<file path="src/rtl/alkexec.sv">
// alkexec: ALKCTL receiver with R/Q multiply/divide step datapath.
// Returns carry and Q[0] status to ALK and counts loop steps.
module alkexec (
  input  logic        qdclk_l,
  input  logic        reset_l,
  input  logic        alk_en_h,
  input  logic [6:0]  alkctl_h,
  input  logic        carry_invert_h,
  input  logic [31:0] b_h,
  input  logic [31:0] wbus_h,
  input  logic        ld_r_h,
  input  logic        ld_q_h,
  output logic [31:0] r_h,
  output logic [31:0] q_h,
  output logic        c32_h,
  output logic        q_sout_shr_h,
  output logic [4:0]  step_h,
  output logic        last_step_h
);

  logic [31:0] r;
  logic [31:0] q;
  logic [4:0]  step;

  logic [3:0]  code;
  logic        add;
  logic        is_mul;
  logic        is_byp;
  logic        is_div;
  logic        is_rem;
  logic [31:0] a;
  logic [31:0] bx;
  logic [32:0] sum;
  logic [31:0] t;
  logic        ovf;
  logic        sh;
  logic [31:0] src;
  logic        src_sh;
  logic        unused_ok;

  assign code      = alkctl_h[3:0];
  assign add       = alkctl_h[4];
  assign unused_ok = ^alkctl_h[6:5];

  assign is_mul = (code == 4'h9);
  assign is_byp = (code == 4'hB);
  assign is_div = (code == 4'hC);
  assign is_rem = (code == 4'hA);

  always_comb begin
    a   = is_div ? {r[30:0], q[31]} : r;
    bx  = add ? b_h : ~b_h;
    sum = {1'b0, a} + {1'b0, bx} + {32'd0, ~add};
    t   = sum[31:0];
    ovf = (a[31] == bx[31]) && (t[31] != a[31]);
    sh  = t[31] ^ ovf;
  end

  // Bypass shifts R itself; its sign is R[31] since no add overflows.
  assign src    = is_byp ? r : t;
  assign src_sh = is_byp ? r[31] : sh;

  always_ff @(posedge qdclk_l or negedge reset_l) begin
    if (!reset_l) begin
      r    <= '0;
      q    <= '0;
      step <= '0;
    end else if (ld_r_h || ld_q_h) begin
      if (ld_r_h) r <= wbus_h;
      if (ld_q_h) q <= wbus_h;
      step <= '0;
    end else if (alk_en_h) begin
      unique case (1'b1)
        is_mul, is_byp: begin
          r    <= {src_sh, src[31:1]};
          q    <= {src[0], q[31:1]};
          step <= step + 5'd1;
        end
        is_div: begin
          r    <= t;
          q    <= {q[30:0], c32_h};
          step <= step + 5'd1;
        end
        is_rem: r <= t;
        default: ;
      endcase
    end
  end

  assign r_h          = r;
  assign q_h          = q;
  assign c32_h        = sum[32] ^ carry_invert_h;
  assign q_sout_shr_h = q[0];
  assign step_h       = step;
  assign last_step_h  = &step;

endmodule

</file>
<file path="config.mk">
export PLATFORM = sky130hd
export DESIGN_NAME = alkexec
export DESIGN_NICKNAME = d
export VERILOG_FILES = /design/src/rtl/alkexec.sv
export SDC_FILE = /design/constraint.sdc
export NUM_CORES = 1
export LEC_CHECK = 0
export ABC_AREA = 1
export CORE_MARGIN = 2
export CORE_UTILIZATION = 57
export DETAILED_ROUTE_END_ITERATION = 7
export HOLD_SLACK_MARGIN = 0.02
export PLACE_DENSITY = 0.9
export SETUP_SLACK_MARGIN = 0.15
export SYNTH_ARGS = -nofsm -noshare
export SYNTH_HDL_FRONTEND = slang
export SYNTH_SLANG_ARGS = --single-unit
</file>
<file path="constraint.sdc">
create_clock -name qdclk_l -period 8 [get_ports qdclk_l]
set_input_delay 1.2 -clock qdclk_l [delete_from_list [all_inputs] [get_ports qdclk_l]]
set_output_delay 1.2 -clock qdclk_l [all_outputs]
set_load 0.02 [all_outputs]
</file>
==> results of run 1 <==
-- power groups by stage --
stage          sequential (mW)  combinational (mW)  clock, mW
2_1_floorplan            0.519               0.678          0
3_3_place_gp             0.476                1.06          0
3_5_place_dp             0.476                1.08          0
4_1_cts                  0.471                1.09      0.353
5_1_grt                  0.481                1.21      0.369
6_report                 0.474                1.11      0.352
-- registers in the layout, indices dropped and copies added (netlist names) --
register / cells
step_h: 5
q_h: 32
r_h: 32
-- synth_stat cells (13+ instances only) --
cell	instances	area [µm²]
nand2_1	320	1201
o21ai_0	141	705.7
nor2_1	117	439.2
a21oi_1	84	420.4
inv_1	70	262.8
dfrtp_1	69	1727
xnor2_1	37	324.1
ha_1	33	412.9
nand3_1	30	150.1
clkbuf_1	26	97.59
buf_2	18	90.09
nand2_2	17	106.4
a31oi_1	15	93.84
xor2_1	13	113.9
-- logic make-up (layout without fill, tap and decap cells) --
| kind of cell | count (synthesis) | after routing | share of synthesized area (%) |
|---|---|---|---|
| XOR/XNOR | 51 | 51 | 6.524 |
| buffers and inverters | 132 | 247 | 7.872 |
| adder cells (fa/ha/maj) | 34 | 34 | 6.219 |
| AO/OA/AOI/OAI | 298 | 298 | 24.03 |
| AND/OR/NAND/NOR | 517 | 517 | 30.55 |
| flip-flops | 69 | 69 | 24.80 |
-- how the worst max path moves through the flow --
| stage | start | end | slack [ns] | depth (start not counted) |
|---|---|---|---|---|
| 4_1_cts | alkctl_h[1] | c32_h | 1.44 | 13 |
| 5_1_grt | alkctl_h[2] | c32_h | 1.11 | 16 |
| 3_3_place_gp | alkctl_h[1] | c32_h | 1.54 | 13 |
| 6_report | alkctl_h[1] | c32_h | 1.42 | 15 |
| 2_1_floorplan | alkctl_h[2] | c32_h | 3.18 | 18 |
| 3_5_place_dp | alkctl_h[1] | c32_h | 1.46 | 13 |
-- final cells by class --
type	instances	area share, %
Tap cell	147	2.121
Multi-Input combinational cell	900	54.24
Timing Repair Buffer	155	17.51
Clock buffer	14	2.813
Sequential cell	69	19.91
Clock inverter	2	0.1154
Inverter	76	3.289
-- stage by stage --
step	cell area (µm²)	instances	hold slack (ns)	worst slack, ns	util, %
floorplan	6962	1101	0.6050	3.185	-
global placement	8419	1347	0.5095	1.544	70.39
detailed placement	8419	1347	0.5093	1.464	70.39
CTS	8673	1363	0.5312	1.444	72.51
global route	8673	1363	0.5515	1.107	72.51
finish	8673	1363	0.5275	1.415	72.51
-- layout by cell type, fill, tap and decap left out, types with 9 or more instances in the layout --
| cell | instances |
|---|---|
| inv_1 | 70 |
| buf_4 | 9 |
| nor2_1 | 116 |
| a21oi_2 | 10 |
| nand3_1 | 30 |
| dfrtp_1 | 69 |
| a31oi_1 | 14 |
| nand2_1 | 320 |
| xnor2_1 | 37 |
| o21ai_0 | 141 |
| clkbuf_16 | 9 |
| ha_1 | 33 |
| clkdlybuf4s50_1 | 144 |
| xor2_1 | 13 |
| a21oi_1 | 83 |
| nand2_2 | 17 |
| o21ai_1 | 11 |
-- layer usage --
layer	vias to the layer above	GRT usage (%)	wire (µm)	share of wire [%]
li1	3844	-	-	-
met1	3604	48.83	9375	43
met2	400	51.79	9874	45
met3	37	5.558	2362	11
met4	0	8.455	443	2.0
met5	-	0	0	0
-- worst max-delay path, delay by kind of cell --
kind,cells,cell delay (ns)
buffers and inverters,4,2.10
and+or+nand+nor,6,1.03
adders and majority gates,1,0.36
AOI/OAI and AO/OA,4,0.68
==> flow_metrics.env, run 1 <==
export IMPL_core_area_um2=11960
export IMPL_drive_gt1_share_pct=6.661
export IMPL_rows=40
export IMPL_fmax_ghz=0.1519
export IMPL_synthesis_nets=1212
export IMPL_netlist_instances=1101
export IMPL_hpwl_mm=16.44
export IMPL_hold_start="q_h[8]"
export IMPL_internal_power_mw=1.039
export IMPL_vias_per_cell=5.785
export IMPL_cpPeakStageDelay_ns=0.61
export IMPL_r2r_start="q_h[31]"
export IMPL_synth_edf_count=0
export IMPL_setup_worst_path_start_class="input port"
export IMPL_p_sw_share_pct=46.31
export IMPL_crit_top_cell="nand2_1"
export IMPL_synthArstFlopShare_pct=100.0
export IMPL_fin_tns_setup_ns=0
export IMPL_die_x_um=114.5
export IMPL_grt_pass1_wl_mm=35.34
export IMPL_drv_slew=0
export IMPL_cp_end_kind="output pin"
export IMPL_power_density_nw_per_um2=223.1
export IMPL_finalSetupViolations=0
export IMPL_ys_warn_count=0
export IMPL_grt_pass1_vias=7111
export IMPL_numCtsBuffers=9
export IMPL_nets=1322
export IMPL_grt_max_degree=70
export IMPL_num_vias=7885
export IMPL_synth_seq_area_share_pct=24.80
export IMPL_hold_viol=0
export IMPL_ctsLongestPathBuffers=2
export IMPL_routabilityCongestion=0.9595
export IMPL_pwr_share_comb_pct=57.3
export IMPL_clkSinkCount=69
export IMPL_num_antenna_cells=0
export IMPL_postCtsSetupBuffers=0
export IMPL_hold_buffers=0
export IMPL_drc_errors=0
export IMPL_synth_ff_type="dfrtp_1"
export IMPL_start_util_pct=58.20
export IMPL_area_growth_pct=24.59
export IMPL_rr_endpoint="q_h[0]"
export IMPL_clk_latency_ns=0.33
export IMPL_syn_avg_cell_area_um2=6.323
export IMPL_dieHeight_um=114.5
export IMPL_htree_levels=3
export IMPL_status="finished, final reports clean"
export IMPL_maxSlewHeadroom_pct=39.75
export IMPL_synth_seq_cells=69
export IMPL_fin_skew_ns=0.004020
export IMPL_p_seq_share_pct=24.5
export IMPL_die_area_um2=13110
export IMPL_worst_hold_path_endpoint="q_h[8]"
export IMPL_period_share_pct=82.31
export IMPL_leakage_nw=3.950
export IMPL_first_pass_iters=7
export IMPL_drtIter0Drc=751
export IMPL_yosysUniqueCellTypes=52
export IMPL_ff2ff_path_depth=16
export IMPL_path_max_fanout=39
export IMPL_gr_total_overflow=0
export IMPL_worst_pin_slew_ns=0.9037
export IMPL_multi_input_area_um2=4705
export IMPL_min_period_ns=6.585
export IMPL_ff_latch_area_um2=1727
export IMPL_fill_cells=975
export IMPL_hold_depth=2
export IMPL_crit_required_ns=6.80
export IMPL_cts_resized=0
export IMPL_cts_clk_slew_worst_paths_ns=0.05
export IMPL_clock_power_share_pct=18.2
export IMPL_track_usage_pct=33.52
export IMPL_rsz0062_at_grt="no"
export IMPL_power_mw=1.935
export IMPL_grt_antenna_before_repair=0
export IMPL_peakVddDrop_mv=0.1530
export IMPL_syn_cell_area_um2=6962
export IMPL_p_sw_uw=896.0
export IMPL_crit_type="input port to output pin"
export IMPL_routedWlPerCell_um=16.18
export IMPL_io_pins=149
export IMPL_r2r_slack_ns=5.06
export IMPL_postRouteAntennaNets=0
export IMPL_routed_wl_mm=22.06
export IMPL_cts_root_buf="clkbuf_16"
export IMPL_cts_tree="built"
export IMPL_crit_chain="clkdlybuf4s50_1 -> nor2_2 -> nand2_2 -> inv_2 -> buf_4 -> o21ai_0 -> ha_1 -> nand2_1 -> nor3_1 -> a21oi_1 -> o21ai_0 -> a21oi_2 -> nand2_1 -> nand2_1 -> clkdlybuf4s50_1"
export IMPL_maxCapViolCount=0
export IMPL_min_path_type="flop to flop"
export IMPL_portBuffers=146
export IMPL_crit_slowest_cell="clkdlybuf4s50_1"
export IMPL_worst_ep_arrival_time_ns=5.38
No activity file was read; power rests on OpenSTA's default activity.
==> inputs of run 2 (changes only) <==
--- a/config.mk
+++ b/config.mk
@@ -7,10 +7,10 @@
 export LEC_CHECK = 0
 export ABC_AREA = 1
 export CORE_MARGIN = 2
-export CORE_UTILIZATION = 57
+export CORE_UTILIZATION = 48
 export DETAILED_ROUTE_END_ITERATION = 7
 export HOLD_SLACK_MARGIN = 0.02
-export PLACE_DENSITY = 0.9
+export PLACE_DENSITY = 0.81
 export SETUP_SLACK_MARGIN = 0.15
 export SYNTH_ARGS = -nofsm -noshare
 export SYNTH_HDL_FRONTEND = slang
==> constraint.sdc (replaced) <==
create_clock -name qdclk_l -period 5.4 [get_ports qdclk_l]
set_input_delay 0.81 -clock qdclk_l [delete_from_list [all_inputs] [get_ports qdclk_l]]
set_output_delay 0.81 -clock qdclk_l [all_outputs]
set_load 0.02 [all_outputs]
==> flow_metrics.env, run 2 (synthesis gave the netlist of run 1 again) <==
export IMPL_maxSlewHeadroom_pct=49.63
export IMPL_fin_tns_setup_ns=0
export IMPL_routedWlPerCell_um=15.63
export IMPL_routabilityCongestion=0.9187
export IMPL_routed_wl_mm=21.95
export IMPL_cts_root_buf="clkbuf_16"
export IMPL_ctsLongestPathBuffers=2
export IMPL_cts_clk_slew_worst_paths_ns=0.05
export IMPL_fin_skew_ns=0.006959
export IMPL_place_inst=1388
export IMPL_finalSetupViolations=0
export IMPL_crit_required_ns=4.59
export IMPL_nets=1326
export IMPL_area_growth_pct=26.46
export IMPL_postRouteAntennaNets=0
export IMPL_die_area_um2=15480
export IMPL_final_common_cell="nand2_1"
export IMPL_most_common_layout_cells="320 x nand2_1, 143 x clkdlybuf4s50_1, 140 x o21ai_0, 116 x nor2_1, 83 x a21oi_1"
export IMPL_cpPeakStageDelay_ns=0.47
export IMPL_critPathLaunch="alkctl_h[1]"
export IMPL_grt_pass1_wl_mm=36.13
export IMPL_drv_slew=0
export IMPL_numCtsBuffers=9
export IMPL_io_pins=149
export IMPL_fill_cells=1351
export IMPL_postCtsSetupBuffers=0
export IMPL_clkSinkCount=69
export IMPL_num_vias=7770
export IMPL_core_area_um2=14370
export IMPL_worst_ep_arrival_time_ns=3.95
export IMPL_drtIter0Drc=659
export IMPL_min_path_type="input port to asynchronous set/reset pin"
export IMPL_grt_antenna_before_repair=0
export IMPL_ff2ff_path_depth=18
export IMPL_grt_pass1_vias=7202
export IMPL_hold_buffers=0
export IMPL_peakVddDrop_mv=0.1855
export IMPL_gr_total_overflow=0
export IMPL_vias_per_cell=5.534
export IMPL_drc_errors=0
export IMPL_die_x_um=124.4
export IMPL_crit_slowest_cell="clkdlybuf4s50_1"
export IMPL_crit_type="input port to output pin"
export IMPL_leakage_nw=4.002
export IMPL_path_max_fanout=17
export IMPL_fmax_ghz=0.2099
export IMPL_r2r_start="q_h[31]"
export IMPL_crit_chain="clkdlybuf4s50_1 -> nor2_2 -> nand2_2 -> inv_4 -> buf_4 -> o21ai_0 -> ha_1 -> nand2_1 -> o21ai_0 -> a21oi_1 -> nand3_2 -> a21oi_4 -> or2_1 -> nand2_1 -> dlymetal6s2s_1"
export IMPL_track_usage_pct=28.02
export IMPL_htree_levels=3
export IMPL_dieHeight_um=124.4
export IMPL_clk_latency_ns=0.34
export IMPL_whs_ns=0.3789
export IMPL_portBuffers=146
export IMPL_drive_gt1_share_pct=7.131
export IMPL_rsz0062_at_grt="no"
export IMPL_setup_worst_path_start_class="input port"
export IMPL_cts_resized=0
export IMPL_final_cells=1404
export IMPL_grt_max_degree=57
export IMPL_rr_endpoint="r_h[23]"
export IMPL_start_util_pct=48.45
export IMPL_status="finished, final reports clean"
export IMPL_hold_viol=0
export IMPL_r2r_slack_ns=2.58
export IMPL_rows=44
export IMPL_first_pass_iters=5
export IMPL_cp_end_kind="output pin"
export IMPL_power_density_nw_per_um2=331.3
export IMPL_min_period_ns=4.763
export IMPL_period_share_pct=88.21
export IMPL_worst_pin_slew_ns=0.7547
export IMPL_cts_tree="built"
export IMPL_hpwl_mm=16.64
export IMPL_num_antenna_cells=0
export IMPL_maxCapViolCount=0
==> run 2: worst max path at each step <==
stage | cells past startpoint | endpoint | slack, ns
2_1_floorplan | 18 | c32_h | 1.36
3_3_place_gp | 16 | c32_h | 0.28
3_5_place_dp | 15 | c32_h | 0.24
4_1_cts | 15 | c32_h | 0.21
5_1_grt | 18 | c32_h | 0.48
6_report | 15 | c32_h | 0.64
==> run 2: through the flow <==
| step | instance area (µm²) | power [mW] | utilization, % | setup slack, ns |
|---|---|---|---|---|
| 3_3_place_gp | 8496 | 2.287 | 59.13 | 0.2824 |
| 4_1_cts | 8787 | 2.895 | 61.15 | 0.2069 |
| 5_1_grt | 8803 | 3.125 | 61.27 | 0.4840 |
| 2_1_floorplan | 6962 | 1.773 | - | 1.365 |
| 3_5_place_dp | 8496 | 2.304 | 59.13 | 0.2417 |
| 6_report | 8803 | 2.916 | 61.27 | 0.6366 |
==> run 2: worst max-delay path, delay by kind of cell <==
family	cells	cell delay [ns]
compound gates	4	0.71
fa+ha+maj	1	0.39
buf+inv	4	1.09
simple gates	6	0.96
==> run 2: power breakdown <==
group,switching [mW],internal [mW],total [mW]
clock network,0.218,0.362,0.579
logic,0.998,0.635,1.63
registers,0.108,0.595,0.703
total,1.32,1.59,2.92
==> run 2: layout make-up <==
cell class	instances	area, µm²	share of cell area (%)
Clock buffer	16	291.5	3.312
Inverter	76	287.8	3.269
Multi-Input combinational cell	900	4712	53.52
Sequential cell	69	1727	19.61
Tap cell	184	230.2	2.615
Timing Repair Buffer	159	1555	17.67
==> run 2: routing by layer <==
layer	vias to the layer above	share of wire, %	routed length, µm	GRT usage, %
li1	3883	-	-	-
met1	3549	46	10110	40.99
met2	311	44	9626	41.85
met3	27	8.2	1789	5.241
met4	0	1.9	424	8.658
met5	-	0	0	0
